<file path="config.mk">
export PLATFORM = sky130hd
export DESIGN_NAME = exec_ctrl
export DESIGN_NICKNAME = d
export VERILOG_FILES = /design/src/rtl/exec_ctrl.sv
export SDC_FILE = /design/constraint.sdc
export NUM_CORES = 1
export LEC_CHECK = 0
export CORE_ASPECT_RATIO = 0.9
export CORE_MARGIN = 2
export CORE_UTILIZATION = 45
export CTS_CLUSTER_DIAMETER = 100
export DETAILED_ROUTE_END_ITERATION = 10
export PLACE_DENSITY = 0.7
export SYNTH_ARGS = -nofsm -noshare
export SYNTH_HDL_FRONTEND = slang
export SYNTH_SLANG_ARGS = --single-unit
export TNS_END_PERCENT = 5
</file>
<file path="constraint.sdc">
create_clock -name clk -period 2.4 [get_ports clk]
set_clock_uncertainty 0.2 [all_clocks]
set_input_delay 0.48 -clock clk [delete_from_list [all_inputs] [get_ports clk]]
set_output_delay 0.48 -clock clk [all_outputs]
set_load 0.02 [all_outputs]
</file>
<file path="src/rtl/exec_ctrl.sv">
// rtl/exec_ctrl.sv - execute-stage controller: regfile, ALU drive, writeback and branch redirect
module exec_ctrl #(
    parameter int NREGS = 8,
    parameter int WIDTH = 12
) (
    input  logic             clk,
    input  logic             rst,
    input  logic             instr_valid,
    output logic             instr_ready,
    input  logic [15:0]      instr,
    input  logic [WIDTH-1:0] instr_pc,
    output logic [WIDTH-1:0] alu_a,
    output logic [WIDTH-1:0] alu_b,
    output logic [3:0]       alu_opcode,
    input  logic [WIDTH-1:0] alu_result,
    input  logic             alu_zero,
    input  logic             alu_positive,
    output logic             flag_z,
    output logic             flag_p,
    output logic             wb_valid,
    output logic [2:0]       wb_rd,
    output logic [WIDTH-1:0] wb_data,
    output logic             redirect_valid,
    output logic [WIDTH-1:0] redirect_pc
);

    typedef enum logic [1:0] {
        S_IDLE,
        S_EXEC,
        S_COMMIT
    } state_t;

    state_t state, state_n;

    logic [WIDTH-1:0] regs [NREGS];
    logic [15:0]      instr_q;
    logic [WIDTH-1:0] pc_q;
    logic             alu_z_q, alu_p_q, upd_flags_q;

    logic [3:0]       op;
    logic [2:0]       rd, rs;
    logic [WIDTH-1:0] imm9_sx, imm6_sx;
    logic             do_wb, do_redirect, upd_flags;
    logic [WIDTH-1:0] wb_value;

    assign op      = instr_q[15:12];
    assign rd      = instr_q[11:9];
    assign rs      = instr_q[8:6];
    assign imm9_sx = {{(WIDTH-9){instr_q[8]}}, instr_q[8:0]};
    assign imm6_sx = {{(WIDTH-6){instr_q[5]}}, instr_q[5:0]};

    assign instr_ready = (state == S_IDLE) && !rst;

    always_comb begin
        state_n     = state;
        alu_a       = '0;
        alu_b       = '0;
        alu_opcode  = 4'b0000;
        do_wb       = 1'b0;
        wb_value    = '0;
        upd_flags   = 1'b0;
        do_redirect = 1'b0;
        case (state)
            S_IDLE:   if (instr_valid && instr_ready) state_n = S_EXEC;
            S_EXEC:   state_n = S_COMMIT;
            S_COMMIT: state_n = S_IDLE;
            default:  state_n = S_IDLE;
        endcase
        if (state == S_EXEC) begin
            casez (op)
                4'b1???: begin
                    alu_opcode = op;
                    alu_a      = regs[rs];
                    alu_b      = regs[rd];
                    do_wb      = 1'b1;
                    wb_value   = alu_result;
                    upd_flags  = 1'b1;
                end
                4'b0101: begin
                    alu_opcode = op;
                    alu_a      = regs[rs];
                    alu_b      = regs[rd];
                    do_wb      = 1'b1;
                    wb_value   = ~regs[rd];
                    upd_flags  = 1'b1;
                end
                4'b0100: begin
                    do_wb    = 1'b1;
                    wb_value = imm9_sx;
                end
                4'b0011: begin
                    alu_opcode  = op;
                    alu_a       = pc_q;
                    alu_b       = imm9_sx;
                    // cond mask is {Z,P,N}; N means neither zero nor positive
                    do_redirect = |(rd & {flag_z, flag_p, ~flag_z & ~flag_p});
                end
                4'b0010: begin
                    alu_opcode  = op;
                    alu_a       = regs[rs];
                    alu_b       = imm6_sx;
                    do_redirect = 1'b1;
                end
                default: ;
            endcase
        end
    end

    always_ff @(posedge clk) begin
        if (rst) begin
            state          <= S_IDLE;
            for (int i = 0; i < NREGS; i++) regs[i] <= '0;
            instr_q        <= '0;
            pc_q           <= '0;
            alu_z_q        <= 1'b0;
            alu_p_q        <= 1'b0;
            upd_flags_q    <= 1'b0;
            flag_z         <= 1'b1;
            flag_p         <= 1'b0;
            wb_valid       <= 1'b0;
            wb_rd          <= '0;
            wb_data        <= '0;
            redirect_valid <= 1'b0;
            redirect_pc    <= '0;
        end else begin
            state <= state_n;
            if (instr_valid && instr_ready) begin
                instr_q <= instr;
                pc_q    <= instr_pc;
            end
            if (state == S_EXEC) begin
                alu_z_q     <= alu_zero;
                alu_p_q     <= alu_positive;
                upd_flags_q <= upd_flags;
            end
            // commit outputs are registered out of EXEC, so they are live only in COMMIT
            wb_valid       <= do_wb;
            wb_rd          <= do_wb ? rd : 3'd0;
            wb_data        <= do_wb ? wb_value : '0;
            redirect_valid <= do_redirect;
            redirect_pc    <= do_redirect ? alu_result : '0;
            if (state == S_COMMIT) begin
                if (wb_valid) regs[wb_rd] <= wb_data;
                if (upd_flags_q) begin
                    flag_z <= alu_z_q;
                    flag_p <= alu_p_q;
                end
            end
        end
    end

endmodule

</file>
==> metrics.txt, run 1 <==
# TYPE chip_impl_metric gauge
chip_impl_info{name="status",value="finished with violations"} 1
chip_impl_metric{name="nets_final",unit=""} 850
chip_impl_info{name="synth-main-ff-cell",value="sky130_fd_sc_hd__edfxtp_1"} 1
chip_impl_metric{name="areaGrowthSynthToFinish",unit="%"} 33.8
chip_impl_info{name="synth.top_cells.by_count",value="sky130_fd_sc_hd__and2_1, sky130_fd_sc_hd__edfxtp_1, sky130_fd_sc_hd__nand2_1, sky130_fd_sc_hd__dfxtp_1, sky130_fd_sc_hd__a21oi_1"} 1
chip_impl_metric{name="final.min_clock_period",unit="ns"} 2.92
chip_impl_metric{name="worst_skew_pair.late_latency",unit="ns"} 0.45
chip_impl_metric{name="grt_pass1_wl",unit="µm"} 36000
chip_impl_metric{name="synthDistinctLibCells",unit=""} 40
chip_impl_metric{name="netlist_instances",unit=""} 641
chip_impl_info{name="crit_path_end_kind",value="output pin"} 1
chip_impl_metric{name="numPlacedInstances",unit=""} 1017
chip_impl_metric{name="postRouteAntennaNets",unit=""} 0
chip_impl_metric{name="num_vias",unit=""} 6067
chip_impl_metric{name="groute.layer.met1.usage",unit="%"} 34.0
chip_impl_metric{name="chipHeight",unit="µm"} 130
chip_impl_info{name="synth_area_leader_cell",value="sky130_fd_sc_hd__edfxtp_1"} 1
chip_impl_metric{name="port-buffer-count",unit=""} 104
chip_impl_metric{name="p_leak",unit="nW"} 3.89
chip_impl_metric{name="i_o_pins",unit=""} 105
chip_impl_metric{name="avg_synthesized_cell_area",unit="µm²"} 12.3
chip_impl_metric{name="asyncSetResetFlopFracSynth",unit="%"} 0
chip_impl_metric{name="worst-slew-pin-transition",unit="ns"} 0.682
chip_impl_metric{name="power.ir.vdd_worst",unit="V"} 0.000386
chip_impl_info{name="busiest_layer",value="met2"} 1
chip_impl_metric{name="critPathArrivalTime",unit="ns"} 2.24
chip_impl_info{name="timing.critical_path.max_delay_family",value="multiplexers"} 1
chip_impl_metric{name="cpPeakStageDelay",unit="ns"} 0.50
chip_impl_metric{name="core_region_area",unit="mm²"} 0.0170
chip_impl_info{name="clockRootBuffer",value="sky130_fd_sc_hd__clkbuf_16"} 1
chip_impl_metric{name="initial_core_utilization",unit="%"} 46.4
chip_impl_metric{name="synth.top_cell.area_share",unit="%"} 36.5
chip_impl_metric{name="htree_num_levels",unit=""} 4
chip_impl_metric{name="drcViolationCount",unit=""} 0
chip_impl_metric{name="num_antenna_cells",unit=""} 0
chip_impl_info{name="rsz_0062_raised_after_global_routing",value="true"} 1
chip_impl_metric{name="number_of_global_route_vias_before_repair",unit=""} 6132
chip_impl_metric{name="dieArea",unit="mm²"} 0.0186
chip_impl_metric{name="hold_buffers",unit=""} 0
chip_impl_metric{name="post_drt_via_cell_ratio",unit=""} 5.76
chip_impl_metric{name="routabilityCongestion",unit=""} 0.886
chip_impl_metric{name="floorplan.rows",unit=""} 45
chip_impl_info{name="tritoncts",value="built"} 1
chip_impl_metric{name="synth_fp_nets",unit=""} 686
chip_impl_metric{name="synth.yosys.warnings",unit=""} 0
chip_impl_metric{name="maximum_number_of_pins_on_one_net_before_global_route_repair",unit=""} 30
chip_impl_metric{name="crit_buf_inv",unit=""} 3
chip_impl_metric{name="power.total",unit="mW"} 6.47
chip_impl_metric{name="number_of_slew_limit_violations_in_the_final_report",unit=""} 0
chip_impl_metric{name="final-instance-count-excl-fill",unit=""} 1053
chip_impl_metric{name="drtPass1Iterations",unit=""} 5
chip_impl_metric{name="final_core_util",unit="%"} 62.1
chip_impl_metric{name="groute.usage.overall",unit="%"} 26.5
chip_impl_metric{name="die_w",unit="µm"} 144
chip_impl_metric{name="grt-ovfl-total",unit=""} 0
chip_impl_info{name="yosys.cell_count.top_type",value="sky130_fd_sc_hd__and2_1"} 1
chip_impl_metric{name="power_density",unit="mW/mm²"} 613
chip_impl_metric{name="finalWorstSetupSlack",unit="ns"} -0.521
chip_impl_metric{name="worst_ep_required",unit="ns"} 1.72
chip_impl_metric{name="clkSinkCount",unit=""} 166
chip_impl_metric{name="clk_transition_reported_paths",unit="ns"} 0.06
chip_impl_metric{name="drt_iter0_drc",unit=""} 562
chip_impl_info{name="failed_checks",value="negative setup slack"} 1
chip_impl_metric{name="drive_above_1_share",unit="%"} 28.5
chip_impl_metric{name="report.final.hold_viol_count",unit=""} 0
chip_impl_metric{name="detail_route.wirelength",unit="µm"} 24100
chip_impl_metric{name="synth.ff_latch_count",unit=""} 166
chip_impl_info{name="path_class",value="reg2out"} 1
chip_impl_metric{name="finalCritPeriodShare",unit="%"} 122
chip_impl_metric{name="critical_path_peak_fanout",unit=""} 6
chip_impl_metric{name="maxClockFrequency",unit="MHz"} 342
chip_impl_metric{name="final_setup_violation_count",unit=""} 25
chip_impl_metric{name="avgRoutedWirePerCell",unit="µm"} 22.9
chip_impl_info{name="post_synth_main_area_contributors",value="sky130_fd_sc_hd__edfxtp_1, sky130_fd_sc_hd__dfxtp_1, sky130_fd_sc_hd__and2_1, sky130_fd_sc_hd__mux4_1, sky130_fd_sc_hd__mux4_2"} 1
chip_impl_metric{name="synth-edff-count",unit=""} 96
chip_impl_metric{name="yosysSeqAreaShare",unit="%"} 54.3
chip_impl_metric{name="clock_buffer_depth",unit=""} 2
chip_impl_info{name="worstPathCellList",value="buf_12 > buf_16 > mux4_2 > mux2_4 > a22o_1 > buf_6"} 1
chip_impl_metric{name="num-fill-cells",unit=""} 1269
chip_impl_info{name="start_kind",value="register"} 1
chip_impl_metric{name="max_cap_violations",unit=""} 0
chip_impl_metric{name="grtUsageMet2",unit="%"} 43.6
chip_impl_info{name="cp_slowest_cell",value="sky130_fd_sc_hd__mux4_2"} 1
chip_impl_metric{name="detailedPlacementHpwl",unit="µm"} 16400
chip_impl_metric{name="cts_buffers",unit=""} 17
chip_impl_info{name="holdCritPathClass",value="reg2reg"} 1
chip_impl_metric{name="grt.met3_usage",unit="%"} 7.10
chip_impl_metric{name="post_synthesis_cell_area",unit="mm²"} 0.00790
chip_impl_metric{name="slew-limit-headroom",unit="%"} 54.5
chip_impl_metric{name="initial_antenna_violation_count",unit=""} 3
-- placed cells by master, fill, tap and decap left out, types with 10 or more instances in the layout --
cell                              netlist  routed
sky130_fd_sc_hd__nand2_1               78      76
sky130_fd_sc_hd__clkbuf_16              0      17
sky130_fd_sc_hd__buf_6                  4      18
sky130_fd_sc_hd__nor2_1                14      13
sky130_fd_sc_hd__mux4_2                14      33
sky130_fd_sc_hd__edfxtp_1              96      96
sky130_fd_sc_hd__a211oi_2               0      11
sky130_fd_sc_hd__a21oi_1               40      38
sky130_fd_sc_hd__buf_4                  1      75
sky130_fd_sc_hd__mux2i_1               25      25
sky130_fd_sc_hd__a221o_1               11      11
sky130_fd_sc_hd__and2_1               113     113
sky130_fd_sc_hd__a22o_1                10      10
sky130_fd_sc_hd__o22ai_1               12      12
sky130_fd_sc_hd__clkdlybuf4s50_1        0      75
sky130_fd_sc_hd__buf_12                 0      16
sky130_fd_sc_hd__mux2_4                 0      12
sky130_fd_sc_hd__and3b_1               11      11
sky130_fd_sc_hd__dfxtp_1               70      63
-- metal layers --
metal	part of all wire, %	vias to the layer above
met5	0.046	-
met4	2.3	2
met3	10	50
met2	48	373
met1	40	2963
li1	-	2679
-- cells by family (layout without fill, tap and decap cells) --
kind of cell	Yosys count	in the layout	share of synthesized area, %
flip-flops	166	166	54.3
AO/OA/AOI/OAI	101	101	8.68
AND/OR/NAND/NOR	250	250	17.6
buffers and inverters	51	228	3.26
multiplexers	73	73	16.2
-- tightest hold or removal path, cell delays in order (launching register included) --
cell and delay, ns:
sky130_fd_sc_hd__dfxtp_1 0.31, sky130_fd_sc_hd__nand2_1 0.05, sky130_fd_sc_hd__a21oi_1 0.05
-- cell type report --
class / instances / area (µm²) / area share [%]
Clock buffer: 17 / 425 / 4.03
Clock inverter: 15 / 151 / 1.43
Inverter: 4 / 15.0 / 0.142
Multi-Input combinational cell: 424 / 3430 / 32.5
Sequential cell: 166 / 4300 / 40.7
Tap cell: 235 / 294 / 2.78
Timing Repair Buffer: 192 / 1940 / 18.4
-- sequential cells by signal (all words and copies together) (netlist names), named ones only --
signal / cells
alu_z_q: 1
wb_valid: 1
flag_z: 1
redirect_pc: 12
pc_q: 12
upd_flags_q: 1
flag_p: 1
instr_q: 16
alu_p_q: 1
state: 2
redirect_valid: 1
regs: 96
wb_data: 12
wb_rd: 3
-- repair_timing --
item	4_1_cts	5_1_grt
setup buffers	2	0
setup endpoints to repair	29	28
gates cloned	3	0
pin swaps	13	15
gates resized for setup	196	32
-- final timing paths --
check / startpoint / endpoint / slack (ns) / cells past startpoint
setup / recovery: register / alu_b[11] / -0.52 / 6
hold / removal: pc_q[11] / pc_q[11] / 0.26 / 2
setup reg to reg: register / wb_data[11] / 0.18 / 5
hold reg to reg: pc_q[11] / pc_q[11] / 0.26 / 2
-- metrics by stage --
stage | TNS, ns | cell area (µm²) | hold slack, ns | setup slack [ns]
2_1_floorplan | -0.416 | 7900 | 0.236 | -0.0562
3_3_place_gp | -11.80 | 9810 | 0.247 | -0.622
3_5_place_dp | -14.68 | 9810 | 0.252 | -0.649
4_1_cts | -11.05 | 10500 | 0.261 | -0.529
5_1_grt | -11.50 | 10600 | 0.287 | -0.558
6_report | -10.31 | 10600 | 0.259 | -0.521
-- report_power, final --
part	leakage, nW	total [mW]	internal [mW]	switching, mW
registers	1.56	3.15	3.09	0.0644
clock network	0.279	2.68	1.39	1.29
logic	2.05	0.643	0.337	0.306
total	3.89	6.47	4.81	1.66
Power figures use the tool's default switching activity.
==> run 2, diff against run 1 <==
--- a/config.mk
+++ b/config.mk
@@ -6,7 +6,6 @@
 export NUM_CORES = 1
 export LEC_CHECK = 0
 export CORE_ASPECT_RATIO = 0.9
-export CORE_MARGIN = 2
 export CORE_UTILIZATION = 45
 export CTS_CLUSTER_DIAMETER = 100
 export DETAILED_ROUTE_END_ITERATION = 10
==> metrics.txt, run 2 (synthesis results as in run 1) <==
# TYPE chip_impl_metric gauge
chip_impl_info{name="status",value="finished with violations"} 1
chip_impl_info{name="failed_checks",value="negative setup slack"} 1
chip_impl_metric{name="finalHoldWorstSlack",unit="ns"} 0.265
chip_impl_metric{name="groute.usage.overall",unit="%"} 28.2
chip_impl_metric{name="number_of_slew_limit_violations_in_the_final_report",unit=""} 0
chip_impl_metric{name="critical_path_peak_fanout",unit=""} 6
chip_impl_metric{name="final.min_clock_period",unit="ns"} 2.95
chip_impl_info{name="tritoncts",value="built"} 1
chip_impl_metric{name="avgRoutedWirePerCell",unit="µm"} 22.9
chip_impl_metric{name="htree_num_levels",unit=""} 4
chip_impl_info{name="mostFrequentLayoutCell",value="sky130_fd_sc_hd__and2_1"} 1
chip_impl_metric{name="areaGrowthSynthToFinish",unit="%"} 34.6
chip_impl_info{name="path_class",value="reg2out"} 1
chip_impl_metric{name="power_density",unit="mW/mm²"} 607
chip_impl_metric{name="port-buffer-count",unit=""} 104
chip_impl_metric{name="detail_route.wirelength",unit="µm"} 24400
chip_impl_metric{name="post_drt_via_cell_ratio",unit=""} 5.77
chip_impl_metric{name="cts_buffers",unit=""} 17
chip_impl_metric{name="register_area",unit="mm²"} 0.00430
chip_impl_metric{name="largest_register_ffs",unit=""} 96
chip_impl_metric{name="worst_skew_pair.late_latency",unit="ns"} 0.43
chip_impl_metric{name="num_antenna_cells",unit=""} 0
chip_impl_info{name="leading_cell_types_in_the_layout_fill_and_taps_excluded",value="sky130_fd_sc_hd__and2_1, sky130_fd_sc_hd__edfxtp_1, sky130_fd_sc_hd__buf_4"} 1
chip_impl_metric{name="critPathArrivalTime",unit="ns"} 2.27
chip_impl_info{name="timing.critical_path.max_delay_family",value="multiplexers"} 1
chip_impl_metric{name="clock_buffer_depth",unit=""} 2
chip_impl_info{name="holdCritPathClass",value="reg2reg"} 1
chip_impl_metric{name="chipHeight",unit="µm"} 128
chip_impl_metric{name="initial_antenna_violation_count",unit=""} 0
chip_impl_metric{name="routabilityCongestion",unit=""} 0.848
chip_impl_metric{name="final_setup_violation_count",unit=""} 25
chip_impl_metric{name="hold_buffers",unit=""} 0
chip_impl_info{name="cp_slowest_cell",value="sky130_fd_sc_hd__mux4_2"} 1
chip_impl_metric{name="multiInputGateArea",unit="mm²"} 0.00344
chip_impl_metric{name="clk_transition_reported_paths",unit="ns"} 0.07
chip_impl_metric{name="floorplan.rows",unit=""} 45
chip_impl_metric{name="cpPeakStageDelay",unit="ns"} 0.53
chip_impl_info{name="crit_path_end_kind",value="output pin"} 1
chip_impl_metric{name="worst_ep_required",unit="ns"} 1.72
chip_impl_metric{name="dieArea",unit="mm²"} 0.0181
chip_impl_metric{name="detailedPlacementHpwl",unit="µm"} 16200
chip_impl_metric{name="drcViolationCount",unit=""} 0
chip_impl_metric{name="postRouteAntennaNets",unit=""} 0
chip_impl_metric{name="finalCritPeriodShare",unit="%"} 123
chip_impl_metric{name="crit_buf_inv",unit=""} 2
chip_impl_metric{name="p_leak",unit="nW"} 3.99
chip_impl_metric{name="maxClockFrequency",unit="MHz"} 339
chip_impl_metric{name="slew-limit-headroom",unit="%"} 61.6
chip_impl_metric{name="num-fill-cells",unit=""} 1283
chip_impl_metric{name="worst-slew-pin-transition",unit="ns"} 0.575
chip_impl_info{name="critical_path.most_common_cell",value="sky130_fd_sc_hd__buf_6"} 1
chip_impl_metric{name="max_cap_violations",unit=""} 0
chip_impl_metric{name="initial_core_utilization",unit="%"} 46.4
chip_impl_metric{name="number_of_global_route_vias_before_repair",unit=""} 6448
chip_impl_metric{name="grt_pass1_wl",unit="µm"} 37200
chip_impl_metric{name="num_vias",unit=""} 6155
chip_impl_metric{name="drive_above_1_share",unit="%"} 28.3
chip_impl_metric{name="drt_iter0_drc",unit=""} 568
chip_impl_info{name="start_kind",value="register"} 1
chip_impl_info{name="reg.largest.list",value="regs: 96 flops, instr_q: 16 flops"} 1
chip_impl_info{name="clockRootBuffer",value="sky130_fd_sc_hd__clkbuf_16"} 1
chip_impl_metric{name="power.ir.vdd_worst",unit="V"} 0.000439
chip_impl_info{name="rsz_0062_raised_after_global_routing",value="true"} 1
chip_impl_info{name="top_register",value="regs"} 1
chip_impl_metric{name="finalWorstSetupSlack",unit="ns"} -0.546
chip_impl_metric{name="final_core_util",unit="%"} 62.5
chip_impl_metric{name="die_w",unit="µm"} 142
chip_impl_metric{name="report.final.hold_viol_count",unit=""} 0
chip_impl_metric{name="i_o_pins",unit=""} 105
chip_impl_info{name="worstPathCellList",value="buf_6 > mux4_2 > mux2_4 > a22o_1 > buf_6"} 1
chip_impl_metric{name="core_region_area",unit="mm²"} 0.0170
chip_impl_metric{name="drtPass1Iterations",unit=""} 5
chip_impl_metric{name="grt-ovfl-total",unit=""} 0
chip_impl_metric{name="maximum_number_of_pins_on_one_net_before_global_route_repair",unit=""} 29
chip_impl_metric{name="clkSinkCount",unit=""} 166
chip_impl_metric{name="nets_final",unit=""} 863
## run 2: area by class of cell
type | instances | area share [%]
clock inverter | 10 | 0.871
sequential | 166 | 40.5
timing repair buffer | 205 | 18.9
multi-input combinational | 424 | 32.4
clock buffer | 22 | 4.47
tap | 235 | 2.77
inverter | 4 | 0.141
## run 2: metrics by stage
stage	setup WS, ns	instance area (µm²)	setup TNS [ns]	power (mW)	cells
floorplan	-0.0562	7900	-0.416	3.49	641
detailed placement	-0.525	9920	-14.88	3.80	1030
global route	-0.572	10600	-11.02	6.62	1066
finish	-0.546	10600	-9.82	6.45	1066
CTS	-0.558	10600	-10.40	6.44	1067
global placement	-0.511	9920	-11.39	3.78	1030
## run 2: worst min-delay path: stages (launching register included)
cell and delay [ns]:
sky130_fd_sc_hd__dfxtp_1 0.31, sky130_fd_sc_hd__nand2_1 0.05, sky130_fd_sc_hd__a21oi_1 0.06
## run 2: final timing paths
| check | from | to | slack [ns] | depth (start not counted) |
|---|---|---|---|---|
| hold reg to reg | pc_q[8] | pc_q[8] | 0.26 | 2 |
| hold / removal | pc_q[8] | pc_q[8] | 0.26 | 2 |
| setup reg to reg | register | wb_data[9] | 0.24 | 4 |
| setup / recovery | register | alu_b[10] | -0.55 | 5 |
## run 2: where the power goes
part / switching [mW] / internal [mW] / total, mW
Clock: 1.12 / 1.52 / 2.64
Sequential: 0.0655 / 3.09 / 3.16
Combinational: 0.305 / 0.341 / 0.647
## run 2: per-layer routing
layer	GRT usage, %	vias up	share of wire, %
li1	-	2712	-
met1	35.9	3045	41
met2	47.3	343	48
met3	5.60	55	8.1
met4	11.7	0	2.5
met5	0	-	0
## run 2: repair_timing
| item | 4_1_cts | 5_1_grt |
|---|---|---|
| pin swaps | 12 | 14 |
| buffers inserted | 2 | 0 |
| setup endpoints to repair | 29 | 28 |
| gates cloned | 3 | 0 |
| gates resized for setup | 182 | 19 |
==> run 3, diff against run 2 <==
--- a/config.mk
+++ b/config.mk
@@ -5,6 +5,7 @@
 export SDC_FILE = /design/constraint.sdc
 export NUM_CORES = 1
 export LEC_CHECK = 0
+export CAP_MARGIN = 20
 export CORE_ASPECT_RATIO = 0.9
 export CORE_UTILIZATION = 45
 export CTS_CLUSTER_DIAMETER = 100
==> results of run 3 <==
Final layout, timing and power as in run 2 (identical DEF).
